**src/rtl/logic_unit_pkg.sv**
```systemverilog
// Shared types and default sizing for the logic unit pipeline.
package logic_unit_pkg;

    localparam int DEF_WIDTH = 8;
    localparam int DEF_CNT_W = 16;

    typedef enum logic [2:0] {
        OP_AND   = 3'b000,
        OP_OR    = 3'b001,
        OP_XOR   = 3'b010,
        OP_XNOR  = 3'b011,
        OP_NAND  = 3'b100,
        OP_NOR   = 3'b101,
        OP_NOT_A = 3'b110,
        OP_PASS  = 3'b111
    } op_e;

    typedef enum logic {
        S_EMPTY = 1'b0,
        S_FULL  = 1'b1
    } pipe_state_e;

endpackage

```
**src/rtl/logic_op_core.sv**
```systemverilog
// Pure combinational bitwise operator: result = f(op, A, B).
module logic_op_core
    import logic_unit_pkg::*;
#(
    parameter int WIDTH = DEF_WIDTH
) (
    input  logic [WIDTH-1:0] A,
    input  logic [WIDTH-1:0] B,
    input  logic [2:0]       op,
    output logic [WIDTH-1:0] result
);

    op_e op_sel;

    assign op_sel = op_e'(op);

    // Select the bitwise function; every 3-bit code maps to an operation.
    always_comb begin
        result = '0;
        case (op_sel)
            OP_AND:   result = A & B;
            OP_OR:    result = A | B;
            OP_XOR:   result = A ^ B;
            OP_XNOR:  result = ~(A ^ B);
            OP_NAND:  result = ~(A & B);
            OP_NOR:   result = ~(A | B);
            OP_NOT_A: result = ~A;
            OP_PASS:  result = A;
            default:  result = '0;
        endcase
    end

endmodule

```
**src/rtl/logic_unit_pipe.sv**
```systemverilog
// Single-stage registered logic unit with valid/ready handshakes,
// result flags and a wrapping count of completed output handshakes.
//
// state   | meaning
// --------+-------------------------------------------------
// S_EMPTY | no result held, out_valid = 0
// S_FULL  | result held in Y/flags, out_valid = 1
module logic_unit_pipe
    import logic_unit_pkg::*;
#(
    parameter int WIDTH = DEF_WIDTH,
    parameter int CNT_W = DEF_CNT_W
) (
    input  logic             clk,
    input  logic             rst,
    input  logic             in_valid,
    output logic             in_ready,
    input  logic [WIDTH-1:0] A,
    input  logic [WIDTH-1:0] B,
    input  logic [2:0]       op,
    output logic             out_valid,
    input  logic             out_ready,
    output logic [WIDTH-1:0] Y,
    output logic             zero,
    output logic             all_ones,
    output logic             parity,
    output logic [CNT_W-1:0] txn_count
);

    pipe_state_e      state;
    logic [WIDTH-1:0] result;
    logic             accept;
    logic             handshake;

    logic_op_core #(
        .WIDTH (WIDTH)
    ) u_core (
        .A      (A),
        .B      (B),
        .op     (op),
        .result (result)
    );

    // The state register bit is the valid flag, so out_valid is a flop output.
    assign out_valid = (state == S_FULL);
    // A held result can be replaced in the same cycle it is consumed.
    assign in_ready  = (!out_valid || out_ready) && !rst;
    assign accept    = in_valid && in_ready;
    assign handshake = out_valid && out_ready;

    // Occupancy FSM, result/flag registers and handshake counter.
    always_ff @(posedge clk) begin
        if (rst) begin
            state     <= S_EMPTY;
            Y         <= '0;
            zero      <= 1'b0;
            all_ones  <= 1'b0;
            parity    <= 1'b0;
            txn_count <= '0;
        end else begin
            case (state)
                S_EMPTY: if (accept)                state <= S_FULL;
                S_FULL:  if (handshake && !accept)  state <= S_EMPTY;
                default:                            state <= S_EMPTY;
            endcase
            if (accept) begin
                Y        <= result;
                zero     <= (result == '0);
                all_ones <= &result;
                parity   <= ^result;
            end
            if (handshake) begin
                txn_count <= txn_count + CNT_W'(1);
            end
        end
    end

endmodule
```
**config.mk**
```make
export PLATFORM = sky130hd
export DESIGN_NAME = logic_unit_pipe
export DESIGN_NICKNAME = d
export VERILOG_FILES = /design/src/rtl/logic_unit_pkg.sv /design/src/rtl/logic_op_core.sv /design/src/rtl/logic_unit_pipe.sv
export SDC_FILE = /design/constraint.sdc
export NUM_CORES = 1
export LEC_CHECK = 0
export CAP_MARGIN = 20
export CORE_MARGIN = 3
export CORE_UTILIZATION = 50
export DETAILED_ROUTE_END_ITERATION = 12
export GPL_ROUTABILITY_DRIVEN = 0
export HOLD_SLACK_MARGIN = 0.05
export PLACE_DENSITY_LB_ADDON = 0.3
export RECOVER_POWER = 25
export SYNTH_ARGS = -nofsm -noshare
export SYNTH_HDL_FRONTEND = slang
export SYNTH_SLANG_ARGS = --single-unit
```
**constraint.sdc**
```tcl
create_clock -name clk -period 2.8 [get_ports clk]
set_input_delay 0.56 -clock clk [delete_from_list [all_inputs] [get_ports clk]]
set_output_delay 0.56 -clock clk [all_outputs]
set_load 0.02 [all_outputs]
```
* Word level (Yosys, flattened, before mapping)
Index checks and enable logic that the tools add are counted. W data, S select, Z words.
Cells by class: bitwise operators 8, mux-type cells 4, reduce and logical (&&, ||, !) cells 12, multiply operators 0, div/mod/pow operators 0, equal/unequal tests 7, shifts and indexed selects 0, $add $sub $neg 1, magnitude comparators 0
Operators with widths (count):
- $pmux W8 S8 | 1
- $not A8 Y8 | 4
- $add A16 B1 Y16 const B | 1
- $eq A3 B3 Y1 const B | 4
- $and A8 B8 Y8 | 1
- $logic_not A8 Y1 | 1
- $or A8 B8 Y8 | 1
- $reduce_and A8 Y1 | 1
- $reduce_xor A8 Y1 | 1
- $xor A8 B8 Y8 | 1
- $eq A3 B2 Y1 const B | 2
- $logic_and A1 B1 Y1 | 4
- $eq A3 B1 Y1 const B | 1
- $logic_not A1 Y1 | 3
- $logic_not A3 Y1 | 1
- $mux W1 | 2
- $pmux W1 S2 | 1
- $logic_or A1 B1 Y1 | 1
- $not A1 Y1 | 1
Storage, ports and cells: register bits 28, latch bits 0, input bits 23, output and inout port bits 29, memories 0, word-level logic and storage cells 38, bits in read-only memories 0, bits in writable memories 0

* Depth between registers and ports, before layout
Gate-level depths: netlist of the first run.
depth in word-level cells 8, gate-level depth with buffers 10, mapped depth without buffers 10

* Cells and area by module
From an unflattened synthesis of the first run, not the netlist that was laid out.
Second synthesis, totals: cell total of the unflattened synthesis 261, area, all modules 2082.0 um2
By module, submodules not included:
- logic_unit_pipe | area an instance 1270.0 um2, instances 1, sequential area each 560.5 um2, cells each 142
- logic_op_core | area an instance 812.0 um2, instances 1, sequential area each 0.0 um2, cells each 119

* Least setup slack after synthesis of the first run
Ideal clock, no wire load.
kind in2reg, start point in A[3], end point reg parity, cell stages on the path 9, data arrival time 2.371 ns, path slack 0.306 ns, setup time 0.123 ns, path buffers 0, data required time 2.677 ns, cells stage by stage inv_1 ha_1 mux2_4 a311o_1 o32ai_4 ha_1 xnor2_1 xnor2_1 o21ai_0
Between the ends: longest elaborated chain between the ends 4, elaborated cells on any way between the ends 9, those cells by class mux: 1; bitwise: 7; reduce/logical: 1
RTL lines:
- start, declared | line logic_unit_pipe.sv:18 | input logic [WIDTH-1:0] A,
- $or A8 B8 Y8 (tied with other cells) | line logic_op_core.sv:22, logic_op_core.sv:26
- $not A8 Y8, on equally long branches | line logic_op_core.sv:26, logic_op_core.sv:24, logic_op_core.sv:25
- $pmux W8 S8 * | line logic_op_core.sv:20 | case (op_sel)
- $reduce_xor A8 Y1 * | line logic_unit_pipe.sv:70 | parity <= ^result;
- end signal, assigned | line logic_unit_pipe.sv:70
- end, declared | line logic_unit_pipe.sv:26 | output logic parity,
Every way passes the cells marked *; elsewhere a longest branch is shown, timed or not. A chain may end at the register's enable or synchronous reset.

* Worst setup path in the final report of the first run
start point in A[4], end point reg parity
The elaborated chain is that of the path after synthesis.

==> impl_metrics.json, run 1 <==
{
  "status": "finished clean",
  "dp_hpwl_um": 4190,
  "clockBufferDepth": 2,
  "drv_cap": 0,
  "p_seq_share_pct": 37.7,
  "p_int_w": 0.000821,
  "cts_root_buf": "clkbuf_8",
  "synth-seq-cells": 28,
  "syn_area_mm2": 0.00223,
  "synth_cell_type_count": 53,
  "n_antenna_cell": 0,
  "dr.pass1.iters": 4,
  "clock-sinks": 28,
  "post-route-util_pct": 74.1,
  "p_per_area_mw_per_mm2": 375,
  "worstPathRequired_ns": 2.95,
  "slew_viol_final": 0,
  "rows": 23,
  "dp.cells": 386,
  "fin_crit_sh_pct": 96.0,
  "timing.fmax_ghz": 0.372,
  "grt_antenna_before_repair": 0,
  "drtAntennaViolNets": 0,
  "cts-buffers-inserted": 3,
  "endpoint_kind": "flip-flop",
  "crit_fanout": 2,
  "grt_max_degree": 23,
  "first_iter_violations": 132,
  "io_buffers": 51,
  "relSlewSlack_pct": 72.0,
  "clk_latency_ns": 0.28,
  "start_util_pct": 53.9,
  "synth_nets": 310,
  "r2r_cells": 4,
  "syn_to_final_growth_pct": 37.4,
  "clk_pin_slew_ns": 0.10,
  "worst_pin_slew_ns": 0.419,
  "fill_cells": 315,
  "combPwrFrac_pct": 34.5,
  "cp-startpoint": "A[4]",
  "peakVddDrop_mv": 0.268,
  "grt_use_total_pct": 21.9,
  "yosysTopAreaCell": "dfxtp_1",
  "avgRoutedWirePerCell_um": 14.0,
  "layout_common_cells": "clkdlybuf4s50_1 (47), buf_4 (37), dfxtp_1 (28)",
  "syn_inst": 262,
  "synth-edff-count": 0,
  "regArea_um2": 561,
  "grt_pass1_vias": 2083,
  "drc_errors": 0,
  "min_path_type": "reg -> reg",
  "p_leak_nw": 1.33,
  "clock_skew_ns": 0.00607,
  "path_class": "in -> reg",
  "setup_viol": 0,
  "seq_area_frac_synth_pct": 25.1,
  "async_reset_ff_share_pct": 0,
  "cts_hold_repair.buffers": 0,
  "r2r_start": "txn_count[3]",
  "grt.overflow.total": 0,
  "swShare_pct": 28.7,
  "holdPathEnd": "all_ones",
  "h-tree-depth": 1,
  "hold_viol": 0,
  "drt-vias-per-instance": 5.56,
  "cts_tree": "yes",
  "vias": 2170,
  "wl_um": 5460,
  "regToRegSetupSlack_ns": 1.16,
  "clkPwrFrac_pct": 27.8,
  "rsz0062_at_grt": "no",
  "hold_start": "all_ones",
  "io_pins": 52,
  "finalNonFillerCells": 390,
  "synth_area_leaders": "dfxtp_1 (25%), ha_1 (14%), nor2_1 (4.2%), nand3_1 (4.0%), inv_1 (4.0%)",
  "die_area_mm2": 0.00531,
  "core_mm2": 0.00414,
  "avgSynthCellArea_um2": 8.53,
  "cp-start-kind": "input port",
  "fin_crit_ns": 2.69,
  "yosysTopAreaCellShare_pct": 25.1,
  "multiInputGateArea_mm2": 0.00149,
  "ys.flop_type": "dfxtp_1",
  "die_x_um": 72.9,
  "fin_nets": 389,
  "critPathArrivalTime_ns": 2.84,
  "ys_warn_count": 0,
  "rr_endpoint": "txn_count[9]",
  "p_switching_w": 0.000331,
  "die_h_um": 72.9,
  "final_common_cell": "clkdlybuf4s50_1",
  "layout-drive-gt1-share_pct": 16.8,
  "hold_depth": 2,
  "grt_pass1_wl_um": 9250
}
==> registers in the layout, indices dropped and copies added, names as in the netlist <==
signal	count
zero	1
all_ones	1
txn_count	16
Y	8
out_valid	1
parity	1
==> cells by family after synthesis <==
family | Yosys count | synth area share, %
fa+ha+maj | 25 | 14.0
simple gates | 101 | 25.5
compound gates | 46 | 16.5
flops | 28 | 25.1
buf+inv | 38 | 9.01
mux | 5 | 2.46
xor+xnor | 19 | 7.45
==> metrics by stage <==
stage / total power (W) / area (um2) / hold WS [ns] / setup WS, ns / setup TNS (ns)
after floorplan: 0.000661 / 2230 / 0.538 / 0.306 / 0
after global placement: 0.000812 / 2970 / 0.458 / -0.208 / -0.268
after detailed placement: 0.000825 / 2970 / 0.462 / -0.361 / -0.497
after CTS: 0.00116 / 3070 / 0.481 / 0.00298 / 0
after global routing: 0.00121 / 3070 / 0.507 / 0.0420 / 0
final: 0.00115 / 3070 / 0.477 / 0.111 / 0
==> power by group through the flow <==
stage | Combinational, W | Clock [W] | Sequential (W)
floorplan | 0.000198 | 0 | 0.000462
global placement | 0.000369 | 0 | 0.000442
detailed placement | 0.000383 | 0 | 0.000442
CTS | 0.000398 | 0.000324 | 0.000434
global route | 0.000435 | 0.000342 | 0.000436
finish | 0.000398 | 0.000320 | 0.000434
==> layer usage <==
| layer | wire length, um | vias up | track usage, % | part of all wire, % |
|---|---|---|---|---|
| met4 | 104 | 0 | 8.61 | 1.9 |
| li1 | - | 1089 | - | - |
| met3 | 306 | 10 | 4.27 | 5.6 |
| met2 | 2780 | 61 | 38.2 | 51 |
| met1 | 2270 | 1010 | 26.3 | 42 |
| met5 | 0 | - | 0 | 0 |
==> cells in the mapped netlist, types with 5 or more instances <==
cell	instances
ha_1	25
nand2_1	9
a211oi_1	5
a21oi_1	6
nand3_1	18
inv_1	24
nor2_1	25
nand4_1	11
o21ai_1	5
o21ai_0	5
o31ai_1	5
dfxtp_1	28
xor2_1	10
xnor2_1	9
==> final cells by class <==
class	instances	area share [%]
multi-input combinational	196	48.6
clock inverter	1	0.978
inverter	24	2.93
sequential	28	18.3
tap	50	2.04
clock buffer	3	1.34
timing repair buffer	88	25.8
==> worst max-delay path, stage by stage <==
cell and delay [ns]:
clkdlybuf4s50_1 0.48, inv_1 0.05, ha_1 0.30, or4bb_1 0.49
nand4_1 0.13, o22ai_2 0.10, ha_1 0.31, xnor2_1 0.20
xnor2_1 0.14, o21ai_0 0.10
==> repair_timing <==
| item | in CTS | in global routing |
|---|---|---|
| hold endpoints to repair | 0 | 0 |
| pin swaps | 0 | 3 |
| setup buffers | 0 | 0 |
| endpoints found under the setup margin | 1 | 1 |
| resized for setup | 2 | 2 |
==> worst max path at each step <==
stage                   to  slack (ns)
finish              parity        0.11
global route        parity        0.04
CTS                 parity       0.003
global placement    parity       -0.21
floorplan           parity        0.31
detailed placement  parity       -0.36
No activity file was read; power rests on OpenSTA's default activity.
==> run 2: changes to the inputs <==
--- a/config.mk
+++ b/config.mk
@@ -5,7 +5,6 @@
 export SDC_FILE = /design/constraint.sdc
 export NUM_CORES = 1
 export LEC_CHECK = 0
-export CAP_MARGIN = 20
 export CORE_MARGIN = 3
 export CORE_UTILIZATION = 50
 export DETAILED_ROUTE_END_ITERATION = 12
==> results of run 2 <==
Final layout, timing and power as in run 1 (identical DEF).
